`config.mk`:
```
export PLATFORM = sky130hd
export DESIGN_NAME = rob_occ_array
export DESIGN_NICKNAME = d
export VERILOG_FILES = /design/src/rtl/rob_pkg.sv /design/src/rtl/rob_occ_entry.sv /design/src/rtl/rob_occ_array.sv
export SDC_FILE = /design/constraint.sdc
export NUM_CORES = 2
export LEC_CHECK = 0
export BUFFER_PORTS_ARGS = -buffer_cell sky130_fd_sc_hd__clkbuf_2
export CAP_MARGIN = 20
export CORE_MARGIN = 1
export CORE_UTILIZATION = 30
export CTS_BUF_LIST = sky130_fd_sc_hd__clkbuf_8
export CTS_CLUSTER_SIZE = 8
export DETAILED_ROUTE_END_ITERATION = 8
export PLACE_DENSITY = 0.5
export SYNTH_ARGS = -nofsm -noshare
export SYNTH_HDL_FRONTEND = slang
export SYNTH_SLANG_ARGS = --single-unit
```
`constraint.sdc`:
```
create_clock -name clk -period 5.2 [get_ports clk]
set_input_delay 1.04 -clock clk [delete_from_list [all_inputs] [get_ports clk]]
set_output_delay 1.04 -clock clk [all_outputs]
set_load 0.005 [all_outputs]
```
`src/rtl/rob_pkg.sv`:
```
// Shared types and helpers for the occupied-bit reorder buffer.
// Latency: n/a (declarations only).
// Backpressure: n/a.
package rob_pkg;

    // Default geometry of the reorder buffer.
    localparam int P_PTRWIDTH_DEF = 5;
    localparam int P_BITWIDTH_DEF = 32;

    // Number of entries addressed by a pointer of the given width.
    function automatic int rob_depth(input int ptrwidth);
        return 1 << ptrwidth;
    endfunction

    // Pointer and occupancy types for the default geometry.
    // The occupancy counter is one bit wider so that "full" is representable.
    typedef logic [P_PTRWIDTH_DEF-1:0] ptr_t;
    typedef logic [P_PTRWIDTH_DEF:0]   cnt_t;

    typedef struct packed {
        logic                      alloc;
        logic                      occ;
        logic [P_BITWIDTH_DEF-1:0] data;
    } entry_t;

endpackage

```
`src/rtl/rob_occ_entry.sv`:
```
// One reorder-buffer entry: alloc bit, occupied bit and payload register.
// Latency: every update becomes visible one cycle after its strobe.
// Backpressure: none; the strobes are qualified by the parent.
//
// Ports: clk/rst (sync, active-high); set_alloc marks the entry allocated and
// empty; wr/wr_data complete it (ignored unless already allocated); clr frees
// it on dequeue; flush frees it while keeping the payload; alloc/occ/data
// expose the registered state.
module rob_occ_entry
    import rob_pkg::*;
#(
    parameter int p_bitwidth = P_BITWIDTH_DEF
) (
    input  logic                  clk,
    input  logic                  rst,
    input  logic                  set_alloc,
    input  logic                  wr,
    input  logic [p_bitwidth-1:0] wr_data,
    input  logic                  clr,
    input  logic                  flush,
    output logic                  alloc,
    output logic                  occ,
    output logic [p_bitwidth-1:0] data
);

    typedef struct packed {
        logic                  alloc;
        logic                  occ;
        logic [p_bitwidth-1:0] data;
    } ent_t;

    ent_t ent_q;
    ent_t ent_d;

    // A dequeue beats a completion write to the same entry: the old payload
    // has already been handed to commit and the slot is being freed.
    // A write can only land on an entry that was allocated in a previous
    // cycle, so a write racing its own allocation is dropped.
    always_comb begin
        ent_d = ent_q;
        if (flush) begin
            ent_d.alloc = 1'b0;
            ent_d.occ   = 1'b0;
        end else if (clr) begin
            ent_d.alloc = 1'b0;
            ent_d.occ   = 1'b0;
        end else if (set_alloc) begin
            ent_d.alloc = 1'b1;
            ent_d.occ   = 1'b0;
        end else if (wr && ent_q.alloc) begin
            ent_d.occ  = 1'b1;
            ent_d.data = wr_data;
        end
    end

    always_ff @(posedge clk) begin
        if (rst) begin
            ent_q <= '0;
        end else begin
            ent_q <= ent_d;
        end
    end

    assign alloc = ent_q.alloc;
    assign occ   = ent_q.occ;
    assign data  = ent_q.data;

endmodule

```
`src/rtl/rob_occ_array.sv`:
```
// Reorder buffer: in-order allocate at tail, out-of-order complete by index, in-order retire at head.
// Latency: alloc/write/dequeue take effect next cycle; deq outputs are combinational from state (no bypass).
// Backpressure: alloc_rdy drops while full (even if head retires); deq holds until deq_rdy.
//
// Ports: clk, rst (sync, active-high); alloc_val/alloc_rdy/alloc_idx dispatch
// side; wr_en/wr_idx/wr_data completion writes; deq_val/deq_rdy/deq_data/deq_idx
// commit side; flush drops every entry; count is the number allocated; err is
// a sticky protocol-error flag.
// Build option: define ROB_WR_CHECK_EN to enable the protocol checker driving
// err; otherwise err is tied low.
module rob_occ_array
    import rob_pkg::*;
#(
    parameter int p_ptrwidth = P_PTRWIDTH_DEF,
    parameter int p_bitwidth = P_BITWIDTH_DEF
) (
    input  logic                  clk,
    input  logic                  rst,
    input  logic                  alloc_val,
    output logic                  alloc_rdy,
    output logic [p_ptrwidth-1:0] alloc_idx,
    input  logic                  wr_en,
    input  logic [p_ptrwidth-1:0] wr_idx,
    input  logic [p_bitwidth-1:0] wr_data,
    output logic                  deq_val,
    input  logic                  deq_rdy,
    output logic [p_bitwidth-1:0] deq_data,
    output logic [p_ptrwidth-1:0] deq_idx,
    input  logic                  flush,
    output logic [p_ptrwidth:0]   count,
    output logic                  err
);

    localparam int DEPTH = rob_depth(p_ptrwidth);
    localparam int CW    = p_ptrwidth + 1;
    localparam logic [CW-1:0] DEPTH_C = CW'(DEPTH);

    logic [p_ptrwidth-1:0] head_q, head_d;
    logic [p_ptrwidth-1:0] tail_q, tail_d;
    logic [CW-1:0]         count_q, count_d;

    logic [DEPTH-1:0]      alloc_vec;
    logic [DEPTH-1:0]      occ_vec;
    logic [p_bitwidth-1:0] data_arr [DEPTH];

    logic full;
    logic alloc_fire;
    logic deq_fire;

    // Full/empty comes from the counter; head == tail is ambiguous.
    assign full       = (count_q == DEPTH_C);
    assign alloc_rdy  = ~full;
    assign alloc_idx  = tail_q;
    assign alloc_fire = alloc_val & alloc_rdy;

    assign deq_val  = alloc_vec[head_q] & occ_vec[head_q];
    assign deq_idx  = head_q;
    assign deq_data = data_arr[head_q];
    assign deq_fire = deq_val & deq_rdy;

    assign count = count_q;

    // Pointers wrap naturally at DEPTH since DEPTH is a power of two.
    always_comb begin
        head_d  = head_q;
        tail_d  = tail_q;
        count_d = count_q;
        if (flush) begin
            head_d  = '0;
            tail_d  = '0;
            count_d = '0;
        end else begin
            if (alloc_fire) begin
                tail_d = tail_q + p_ptrwidth'(1);
            end
            if (deq_fire) begin
                head_d = head_q + p_ptrwidth'(1);
            end
            if (alloc_fire && !deq_fire) begin
                count_d = count_q + CW'(1);
            end else if (!alloc_fire && deq_fire) begin
                count_d = count_q - CW'(1);
            end
        end
    end

    always_ff @(posedge clk) begin
        if (rst) begin
            head_q  <= '0;
            tail_q  <= '0;
            count_q <= '0;
        end else begin
            head_q  <= head_d;
            tail_q  <= tail_d;
            count_q <= count_d;
        end
    end

    for (genvar i = 0; i < DEPTH; i++) begin : g_entry
        rob_occ_entry #(
            .p_bitwidth (p_bitwidth)
        ) u_entry (
            .clk       (clk),
            .rst       (rst),
            .set_alloc (alloc_fire && (tail_q == p_ptrwidth'(i))),
            .wr        (wr_en && (wr_idx == p_ptrwidth'(i))),
            .wr_data   (wr_data),
            .clr       (deq_fire && (head_q == p_ptrwidth'(i))),
            .flush     (flush),
            .alloc     (alloc_vec[i]),
            .occ       (occ_vec[i]),
            .data      (data_arr[i])
        );
    end

`ifdef ROB_WR_CHECK_EN
    logic err_q, err_d;
    logic wr_bad;

    // Writes must target an allocated, not-yet-completed entry; dispatch must
    // not request while full. Only rst clears the flag.
    assign wr_bad = wr_en & (~alloc_vec[wr_idx] | occ_vec[wr_idx]);

    always_comb begin
        err_d = err_q | wr_bad | (alloc_val & full);
    end

    always_ff @(posedge clk) begin
        if (rst) begin
            err_q <= 1'b0;
        end else begin
            err_q <= err_d;
        end
    end

    assign err = err_q;
`else
    assign err = 1'b0;
`endif

endmodule

```
==> qor.json <==
{
  "run_status": {"value": "completed"},
  "grt_util_met2": {"value": 29.4, "unit": "%"},
  "detailedPlacementHpwl": {"value": 84000, "unit": "µm"},
  "routed_wirelength": {"value": 154000, "unit": "µm"},
  "cts_buffers": {"value": 191},
  "drc": {"value": 0},
  "number_of_nets_with_antenna_violations_after_routing": {"value": 0},
  "synth_edf_count": {"value": 0},
  "drt-vias-per-instance": {"value": 4.99},
  "synth_top_area_share": {"value": 43.6, "unit": "%"},
  "detailedRoute.firstIterationViolations": {"value": 2488},
  "setup_violations": {"value": 0},
  "required": {"value": 4.16, "unit": "ns"},
  "global_route_wire_length_before_repair": {"value": 235000, "unit": "µm"},
  "avgSynthCellArea": {"value": 11.1, "unit": "µm²"},
  "place.port_buffers": {"value": 92},
  "synthesis.area": {"value": 50700, "unit": "µm²"},
  "hold_viol": {"value": 0},
  "clock-skew-final": {"value": 0.0344, "unit": "ns"},
  "worst_skew_pair.late_latency": {"value": 0.93, "unit": "ns"},
  "rrSetupSlack": {"value": 0.92, "unit": "ns"},
  "worstSetupEndpoint": {"value": "deq_val"},
  "fin_tns_setup": {"value": 0, "unit": "ns"},
  "yosys.cell_count.top_type": {"value": "dfxtp_1"},
  "synth_area_leaders": {"value": "dfxtp_1, mux2i_1, mux4_2"},
  "postSynthRegisterBits": {"value": 1104},
  "cp.arrival": {"value": 3.98, "unit": "ns"},
  "transition_time_of_the_tightest_slew_check_pin": {"value": 1.11, "unit": "ns"},
  "antenna_found_initial": {"value": 2},
  "die_width": {"value": 413, "unit": "µm"},
  "design.final.nets": {"value": 4587},
  "grt.overflow.total": {"value": 0},
  "post_cts_setup_repair_bufs": {"value": 0},
  "finalMaxSlewViolations": {"value": 0},
  "worst_setup_path_end_kind": {"value": "output port"},
  "r2r_start": {"value": "deq_idx[1]"},
  "period_minus_slack": {"value": 5.02, "unit": "ns"},
  "cp-startpoint": {"value": "deq_idx[1]"},
  "drive_gt1_share": {"value": 18.7, "unit": "%"},
  "synth_ff_type": {"value": "dfxtp_1"},
  "num_io_pins": {"value": 94},
  "cts_root_buf": {"value": "clkbuf_8"},
  "asyncSetResetFlopFracSynth": {"value": 0, "unit": "%"},
  "cts_buffer_depth": {"value": 3},
  "synthesis.yosys.warnings": {"value": 0},
  "worst_slew_margin_rel": {"value": 25.7, "unit": "%"},
  "pin_count_of_the_biggest_net_entering_global_routing": {"value": 208},
  "postPlaceCellArea": {"value": 53900, "unit": "µm²"},
  "unrepaired_setup_endpoints_after_global_routing": {"value": "false"},
  "cts_num_sinks": {"value": 1104},
  "synthesis.instances": {"value": 4552},
  "fin_crit_sh": {"value": 96.5, "unit": "%"},
  "type_of_the_most_critical_hold_path": {"value": "reg2reg"},
  "floorplan.core_area": {"value": 168000, "unit": "µm²"},
  "fill_cells": {"value": 16600},
  "cp-start-kind": {"value": "register"},
  "via_count_of_the_first_global_routing_pass": {"value": 35400},
  "portion_of_the_post_synthesis_area_used_by_sequential_elements": {"value": 43.6, "unit": "%"},
  "grt.total_usage": {"value": 18.1, "unit": "%"},
  "mappedNetlistNets": {"value": 4613},
  "clock_pin_slew_on_the_worst_setup_and_hold_paths": {"value": 0.07, "unit": "ns"},
  "finalWorstSetupSlack": {"value": 0.180, "unit": "ns"},
  "critPathKind": {"value": "reg2out"},
  "preCtsSetupSlack": {"value": 0.873, "unit": "ns"},
  "routed-via-count": {"value": 34300},
  "gp_congestion": {"value": 0.836},
  "fp.dieH": {"value": 413, "unit": "µm"},
  "worst-r2r-cell-count": {"value": 18},
  "placement_rows": {"value": 150},
  "start_util": {"value": 30.3, "unit": "%"},
  "grt.met1_usage": {"value": 24.4, "unit": "%"},
  "cellLeakagePower": {"value": 0.0224, "unit": "µW"},
  "cts_tree": {"value": "yes"},
  "achievable_freq": {"value": 199, "unit": "MHz"},
  "grt_use_met3": {"value": 3.20, "unit": "%"},
  "synth_area_leader_cell": {"value": "dfxtp_1"},
  "netlist_top_cells_count": {"value": "dfxtp_1, nand2b_1, mux2i_1"},
  "synth_cell_type_count": {"value": 63},
  "hold_path_startpoint": {"value": "g_entry[3].u_entry.data[23]"},
  "routed_wire_length_per_instance": {"value": 22.4, "unit": "µm"},
  "flow.area_growth_from_synthesis": {"value": 14.1, "unit": "%"},
  "timing.critical_path.fanout_max": {"value": 26},
  "die-area": {"value": 171000, "unit": "µm²"},
  "busiest_layer": {"value": "met2"},
  "max-cap-violations": {"value": 0},
  "end_of_the_worst_register_to_register_path": {"value": "count[5]"},
  "cts.htree.levels": {"value": 4},
  "final_design_area_no_fill": {"value": 57900, "unit": "µm²"},
  "firstDrtPassIters": {"value": 7},
  "power.density_cell_area": {"value": 297, "unit": "nW/µm²"},
  "ir_worst_vdd": {"value": 0.271, "unit": "mV"}
}
## layout make-up
| class | instances | area (µm²) | share of cell area (%) |
|---|---|---|---|
| Antenna cell | 1 | 2.50 | 0.00432 |
| Clock buffer | 240 | 3300 | 5.70 |
| Clock inverter | 102 | 633 | 1.09 |
| Inverter | 16 | 67.6 | 0.117 |
| Multi-Input combinational cell | 2991 | 27100 | 46.7 |
| Sequential cell | 1104 | 22100 | 38.2 |
| Tap cell | 2204 | 2760 | 4.76 |
| Timing Repair Buffer | 222 | 1970 | 3.40 |
## where the power goes
group	leakage, µW	internal (µW)	switching (µW)
Sequential	0.00889	8460	5.96
Clock	0.00227	4400	3760
Combinational	0.0113	218	327
Total	0.0224	13100	4100
## worst min-delay path by stage
stage,endpoint,cells after the start
2_1_floorplan,g_entry[14].u_entry.data[0],2
4_1_cts,g_entry[16].u_entry.data[13],2
3_5_place_dp,g_entry[16].u_entry.data[28],2
6_report,g_entry[3].u_entry.data[23],2
5_1_grt,g_entry[25].u_entry.data[2],3
3_3_place_gp,g_entry[13].u_entry.data[16],2
## cell families after synthesis
kind of cell | after synthesis | share of synthesized area [%]
multiplexers | 1164 | 31.0
other | 1 | 0.00739
AND/OR/NAND/NOR | 1449 | 17.0
adder cells (fa/ha/maj) | 18 | 0.459
XOR/XNOR | 10 | 0.173
flip-flops | 1104 | 43.6
AO/OA/AOI/OAI | 349 | 4.06
buffers and inverters | 457 | 3.70
## what timing repair did
| action | CTS | global route |
|---|---|---|
| cloned | 0 | 0 |
| resized for setup | 3 | 1 |
| endpoints found under the hold margin | 0 | 0 |
| hold buffers | 0 | 0 |
| endpoints found under the setup margin | 3 | 6 |
## stage by stage
step	cells	total power [µW]	hold WS (ns)	util, %
floorplan	4552	9010	0.445	-
global placement	6523	9180	0.455	32.0
detailed placement	6533	9190	0.458	32.2
CTS	6875	17400	0.472	34.5
global route	6880	17900	0.476	34.6
finish	6880	17200	0.467	34.6
## critical path, cell delays in order (launching register included)
cell      delay [ns]
dfxtp_4         0.58
mux4_2          0.54
and2_0          0.16
o221a_1         0.24
a311oi_4        0.29
buf_4           0.27
and2_2          0.45
inv_4           0.29
clkbuf_2        0.22
## layout by cell type, fill, tap and decap left out, types with 7 or more instances in the layout
cell	n
nor3_1	29
and2_1	7
mux4_2	326
a2111oi_0	11
clkbuf_8	240
ha_1	17
o21ai_0	193
nand3b_1	194
nand4b_1	7
and3_1	12
a21oi_1	22
nor2_1	101
buf_8	10
o21ai_4	15
nand2b_1	871
buf_4	85
buf_12	31
a31oi_4	14
xnor2_1	7
nand2_1	163
nor2b_1	9
o21ai_1	33
dfxtp_1	1099
nor4_1	25
inv_1	80
a31oi_1	35
mux2i_1	837
clkinv_2	15
clkbuf_2	91
## registers in the layout, indices dropped and copies added (netlist names)
| register | count |
|---|---|
| alloc_idx | 5 |
| count | 6 |
| deq_idx | 5 |
| g_entry.u_entry.alloc | 32 |
| g_entry.u_entry.data | 1024 |
| g_entry.u_entry.occ | 32 |
## metal layers
metal | part of all wire [%] | vias to the layer above
met5 | 0 | -
li1 | - | 16100
met3 | 4.6 | 218
met2 | 47 | 720
met4 | 2.3 | 0
met1 | 46 | 17300
(Power assumes the default switching activity.)
